==> config.mk <==
export PLATFORM = sky130hd
export DESIGN_NAME = tournament_br_predictor
export DESIGN_NICKNAME = d
export VERILOG_FILES = /design/src/rtl/tournament_br_predictor.sv
export SDC_FILE = /design/constraint.sdc
export NUM_CORES = 2
export LEC_CHECK = 0
export BUFFER_PORTS_ARGS = -buffer_cell sky130_fd_sc_hd__buf_2
export CAP_MARGIN = 20
export CORE_UTILIZATION = 60
export CTS_BUF_LIST = sky130_fd_sc_hd__clkbuf_8 sky130_fd_sc_hd__clkbuf_16
export CTS_CLUSTER_SIZE = 16
export DETAILED_ROUTE_END_ITERATION = 10
export PLACE_DENSITY = 0.75
export SKIP_LAST_GASP = 1
export SYNTH_ARGS = -nofsm -noshare
export SYNTH_HDL_FRONTEND = slang
export SYNTH_SLANG_ARGS = --single-unit
==> constraint.sdc <==
create_clock -name clk -period 57.2 [get_ports clk]
set_input_delay 5.72 -clock clk [delete_from_list [all_inputs] [get_ports clk]]
set_output_delay 5.72 -clock clk [all_outputs]
set_load 0.02 [all_outputs]
==> src/rtl/tournament_br_predictor.sv <==
// Tournament branch predictor: gshare global PHT, two-level local predictor and
// a choice table, with saturating branch/mispredict statistics for counter readout.
module tournament_br_predictor #(
    parameter int GHR_BITS    = 8,
    parameter int LHT_LOG2    = 6,
    parameter int LHIST_BITS  = 6,
    parameter int CHOICE_LOG2 = 8,
    parameter int CTR_BITS    = 2,
    parameter int MODE        = 0
) (
    input  logic        clk,
    input  logic        rst,
    input  logic [15:0] if_pc,
    input  logic        wb_valid,
    input  logic [15:0] wb_pcplus2,
    input  logic        actual_taken,
    input  logic        stat_clear,
    output logic        pred_taken,
    output logic        gl_pred_taken,
    output logic        lc_pred_taken,
    output logic        pred_select,
    output logic [15:0] branch_count,
    output logic [15:0] mispredict_count
);

    localparam int GPHT_N = 1 << GHR_BITS;
    localparam int LPHT_N = 1 << LHIST_BITS;
    localparam int LHT_N  = 1 << LHT_LOG2;
    localparam int CHC_N  = 1 << CHOICE_LOG2;

    localparam logic [CTR_BITS-1:0] CTR_INIT = {1'b0, {(CTR_BITS-1){1'b1}}};
    localparam logic [CTR_BITS-1:0] CTR_MAX  = '1;
    localparam logic [CTR_BITS-1:0] CTR_ONE  = {{(CTR_BITS-1){1'b0}}, 1'b1};

    logic [GHR_BITS-1:0]   ghr;
    logic [CTR_BITS-1:0]   gpht [GPHT_N];
    logic [CTR_BITS-1:0]   lpht [LPHT_N];
    logic [CTR_BITS-1:0]   chc  [CHC_N];
    logic [LHIST_BITS-1:0] lht  [LHT_N];

    function automatic logic [CTR_BITS-1:0] sat_step(input logic [CTR_BITS-1:0] c,
                                                     input logic up);
        if (up)
            return (c == CTR_MAX) ? c : c + CTR_ONE;
        return (c == '0) ? c : c - CTR_ONE;
    endfunction

    function automatic logic mode_pred(input logic gl, input logic lc, input logic sel);
        case (MODE)
            0:       return sel ? gl : lc;
            1:       return gl;
            2:       return lc;
            default: return 1'b0;
        endcase
    endfunction

    function automatic logic mode_select(input logic sel);
        case (MODE)
            1:       return 1'b1;
            2:       return 1'b0;
            default: return sel;
        endcase
    endfunction

    // Fetch-side lookup: purely combinational on registered tables.
    logic [GHR_BITS-1:0]    f_gidx;
    logic [LHT_LOG2-1:0]    f_hidx;
    logic [LHIST_BITS-1:0]  f_lidx;
    logic [CHOICE_LOG2-1:0] f_cidx;
    logic                   f_sel;

    assign f_gidx        = ghr ^ if_pc[GHR_BITS:1];
    assign f_hidx        = if_pc[LHT_LOG2:1];
    assign f_lidx        = lht[f_hidx];
    assign f_cidx        = if_pc[CHOICE_LOG2:1];
    assign f_sel         = chc[f_cidx][CTR_BITS-1];
    assign gl_pred_taken = gpht[f_gidx][CTR_BITS-1];
    assign lc_pred_taken = lpht[f_lidx][CTR_BITS-1];
    assign pred_select   = mode_select(f_sel);
    assign pred_taken    = mode_pred(gl_pred_taken, lc_pred_taken, f_sel);

    // wb_valid qualifies every WB input for that cycle: no ready, no back-pressure;
    // when it is low the WB address and direction are ignored entirely.
    logic [15:0]            wb_b;
    logic [GHR_BITS-1:0]    u_gidx;
    logic [LHT_LOG2-1:0]    u_hidx;
    logic [LHIST_BITS-1:0]  u_lidx;
    logic [CHOICE_LOG2-1:0] u_cidx;
    logic                   u_gl, u_lc, u_sel, u_mis;
    logic [CTR_BITS-1:0]    g_next, l_next, c_next;

    assign wb_b   = wb_pcplus2 - 16'd2;
    assign u_gidx = ghr ^ wb_b[GHR_BITS:1];
    assign u_hidx = wb_b[LHT_LOG2:1];
    assign u_lidx = lht[u_hidx];
    assign u_cidx = wb_b[CHOICE_LOG2:1];
    assign u_gl   = gpht[u_gidx][CTR_BITS-1];
    assign u_lc   = lpht[u_lidx][CTR_BITS-1];
    assign u_sel  = chc[u_cidx][CTR_BITS-1];
    assign u_mis  = mode_pred(u_gl, u_lc, u_sel) != actual_taken;
    assign g_next = sat_step(gpht[u_gidx], actual_taken);
    assign l_next = sat_step(lpht[u_lidx], actual_taken);

    always_comb begin
        c_next = chc[u_cidx];
        if (u_gl == actual_taken && u_lc != actual_taken)
            c_next = sat_step(chc[u_cidx], 1'b1);
        else if (u_lc == actual_taken && u_gl != actual_taken)
            c_next = sat_step(chc[u_cidx], 1'b0);
    end

    always_ff @(posedge clk or posedge rst) begin
        if (rst) begin
            for (int i = 0; i < GPHT_N; i++) gpht[i] <= CTR_INIT;
        end else if (wb_valid) begin
            gpht[u_gidx] <= g_next;
        end
    end

    always_ff @(posedge clk or posedge rst) begin
        if (rst) begin
            for (int i = 0; i < LPHT_N; i++) lpht[i] <= CTR_INIT;
        end else if (wb_valid) begin
            lpht[u_lidx] <= l_next;
        end
    end

    // The choice table only trains when both components compete.
    always_ff @(posedge clk or posedge rst) begin
        if (rst) begin
            for (int i = 0; i < CHC_N; i++) chc[i] <= CTR_INIT;
        end else if (wb_valid && MODE == 0) begin
            chc[u_cidx] <= c_next;
        end
    end

    always_ff @(posedge clk or posedge rst) begin
        if (rst) begin
            ghr <= '0;
            for (int i = 0; i < LHT_N; i++) lht[i] <= '0;
        end else if (wb_valid) begin
            ghr         <= {ghr[GHR_BITS-2:0], actual_taken};
            lht[u_hidx] <= {u_lidx[LHIST_BITS-2:0], actual_taken};
        end
    end

    always_ff @(posedge clk or posedge rst) begin
        if (rst) begin
            branch_count     <= '0;
            mispredict_count <= '0;
        end else if (stat_clear) begin
            branch_count     <= '0;
            mispredict_count <= '0;
        end else if (wb_valid) begin
            if (branch_count != 16'hFFFF)
                branch_count <= branch_count + 16'd1;
            if (u_mis && mispredict_count != 16'hFFFF)
                mispredict_count <= mispredict_count + 16'd1;
        end
    end

    // Low PC bits beyond the index ranges are intentionally ignored.
    logic unused_bits;
    assign unused_bits = ^{if_pc, wb_b};

endmodule

==> metrics.txt <==
Buf/Inv on CP 4; Final ANT Viol Nets 0; Netlist cell types 96; CP most frequent cell a211oi_1; largest delay contributor family on the critical path multiplexers; Core Area around 140000 µm²; global-route usage over all layers 36.4%; Final Net Count between 7000 and 8000; Worst setup SP type primary input; Critical Path AT 11850 ps; row count approximately 140; WHS 468 ps; CTS tree built; CTS H-tree depth 4; area of the die ~140000 µm²; cell breakdown of the critical path buf_8 > buf_4 > buf_4 > mux4_2 > mux4_2 > mux4_2 > nor2b_1 > a211oi_1 > a211oi_1 > a211oi_1 > a21oi_1 > a211oi_1 > a21oi_1 > mux2_2 > buf_2; die extent in x around 380 µm; post-CTS resize count 0; Hold Startpoint chc[304]$_DFFE_PP1P_; CTS buffer count roughly 170; min Tclk post-route 17570 ps; Max Freq between 0.05 and 0.06 GHz; Worst Hold Depth 2; IO Count 73; final hold vios 0; Hold Path End chc[304]$_DFFE_PP1P_; detailed-route wire length per cell 27.7 µm; measured slew at the worst slew-check pin about 1300 ps; CP max stage delay ~900 ps; Mapped Cells ~7600; # DRC 0; Mean Syn Cell Area 11.2 µm²; Power Total 3.48 mW; total clock sinks between 1500 and 2000; top-area cell type share of the netlist area ~30%; CP endpoint kind output pin; reg2reg setup slack 49960 ps; max cap viols 0; port bufs 56; fin. max-slew vios 0; placer congestion estimate 0.931; gr ovfl total 0; vias in the first global route about 65000; number of flops mapped to enable cells by yosys 0; Area contributors post-synth dfrtp_1 (29%), dfstp_2 (18%), mux4_2 (14%); via count around 65000; reg2reg path depth 15; Ys Warns 0; Async SR Flop Fraction 100%; Fin Setup TNS 0 ps; final setup vio count 0; worst-skew pair later-pin latency 830 ps; Via density 6.97; fraction of layout cells with a size suffix above 1 between 30% and 40%; hold crit path type reg2reg; fin cells approximately 9300; Clock transition at path regs 60 ps; Req. time, crit path 51480 ps; first-pass GRT wire length between 300000 and 400000 µm; Pwr per Cell Area approximately 38 nW/µm²; sequential-to-total area share from yosys stat 47.2%; DP Cell Count around 9000; syn_nets roughly 7600; Synth Cell Area ~85000 µm²; status complete, no violations; final period utilization between 30% and 40%; Pre-Repair DR Iteration Count 6; Hold Buf Count CTS 0; Post-Layout Inst Area just over 90000 µm²; maximum vdd drop 0.0441 mV; area leader, netlist dfrtp_1; leakage dissipation 37.5 nW; final WL approximately 260000 µm; final HPWL from detailed placement about 160000 µm; register bit count reported by yosys between 1500 and 2000; Post-synth top flop dfrtp_1; largest net degree at the start of global routing around 260; Vert. Die Dim 379 µm; root buffer cell clkbuf_16; crit path kind in2out; initial DRC count 7515; placed cell area between 80000 and 90000 µm²; Area growth, synth to finish 8.97%; post-CTS setup repair buffer count 0; crit path max fanout 48; RSZ-0062 raised after global routing no; starting density of the core 60.7%; worst r2r dst chc[152]$_DFFE_PP1P_; clk buf depth 3; Slew HR 13.3%; FF-to-FF Start ghr[1]$_DFFE_PP0P_; CP max stage cell mux4_2; initial antenna violation count 12; Setup Skew between 30 and 40 ps
placed cells by master, fill, tap and decap left out, types with 13 or more instances in the layout:
cell type	Yosys	routed
dfrtp_1	1000	1000
nand4_1	17	17
a311oi_1	15	15
clkinv_2	0	33
nor2b_1	24	24
o21ai_0	949	949
mux4_2	538	538
nor3_1	66	56
a21oi_1	130	129
buf_4	34	138
bufinv_16	0	14
o31ai_1	90	90
clkbuf_8	0	37
buf_12	0	14
xor2_1	18	13
o22ai_1	37	37
inv_1	23	63
a22oi_1	21	21
a211oi_1	29	28
o211ai_1	16	16
a31oi_1	16	16
mux2_2	599	599
o41ai_2	160	160
buf_2	132	55
nor2_1	424	406
dfstp_2	576	576
or3_1	34	27
and3_1	26	26
nand2_1	1521	1516
a221oi_1	32	32
clkbuf_16	0	170
mux2i_1	207	207
nand3_1	96	95
o41ai_1	16	16
synthesized netlist by cell type, drive strengths merged, types with 17 or more instances:
cell type / instances
nor3: 71
nand2: 1522
o41ai: 176
o22ai: 37
mux2: 603
o211ai: 17
inv: 23
a21oi: 131
mux2i: 207
nand4: 17
a211oi: 31
o31ai: 90
mux4: 538
a221oi: 32
dfstp: 576
clkbuf: 434
a22oi: 21
nor2b: 24
or3: 34
xor2: 18
o21ai: 952
and3: 26
nand3: 97
nor2: 426
dfrtp: 1000
buf: 223
xnor2: 19
routing by layer:
metal	vias to the layer above	GRT usage, %	share of wire (%)
met1	32900	47.8	37
met3	1033	10.3	11
met2	3855	54.0	45
met5	-	0	0.036
li1	27200	-	-
met4	14	21.5	6.5
cells by family after synthesis:
logic type	synth area share, %
AND/OR/NAND/NOR	11.1
AO/OA/AOI/OAI	13.0
flip-flops	47.2
multiplexers	24.7
buffers and inverters	3.51
XOR/XNOR	0.390
adder cells (fa/ha/maj)	0.124
worst max path at each step:
stage	from	endpoint	slack (ps)	cells past startpoint
detailed placement	if_pc[2]	pred_taken	39780	15
CTS	if_pc[2]	pred_taken	39760	15
floorplan	rst	branch_count[0]$_DFFE_PP0P_	7970	1
global route	if_pc[2]	pred_taken	39420	15
global placement	if_pc[2]	pred_taken	39810	15
finish	if_pc[2]	pred_taken	39630	15
through the flow:
| stage | utilization (%) | worst slack (ps) |
|---|---|---|
| floorplan | - | 7970 |
| global placement | 61.7 | 39810 |
| detailed placement | 61.8 | 39780 |
| CTS | 65.9 | 39760 |
| global route | 66.2 | 39420 |
| finish | 66.2 | 39630 |
area by class of cell:
cell class                 instances  area (µm²)
fill                           10100       47300
multi-input combinational       5308       42400
sequential                      1576       40200
clock buffer                     207        4760
tap                             1876        2350
timing repair buffer             223        1970
clock inverter                   108         987
inverter                          24         100
antenna                           10        25.0
worst reg2reg max path, cell delays in order, from the launching register on:
cell and delay (ps):
dfrtp_1 480, xnor2_2 240, buf_12 470, buf_4 850, mux4_2 470, mux2i_1 200
mux2i_1 130, mux2i_1 340, mux2_1 240, o22ai_1 90, nor2_1 550, clkinv_1 470
a2111oi_0 540, a211o_4 780, buf_4 1080, o41ai_2 210
state kept, by name, summed over array words and instances, names as in the netlist:
name,cells
chc,512
gpht,512
lht,384
lpht,128
branch_count,16
mispredict_count,16
ghr,8
power by group:
part | internal (mW) | leakage, nW | switching (mW)
logic | 0.323 | 14.9 | 0.555
registers | 1.34 | 19.6 | 0.123
clock network | 0.656 | 3.02 | 0.482
(Power assumes the default switching activity.)
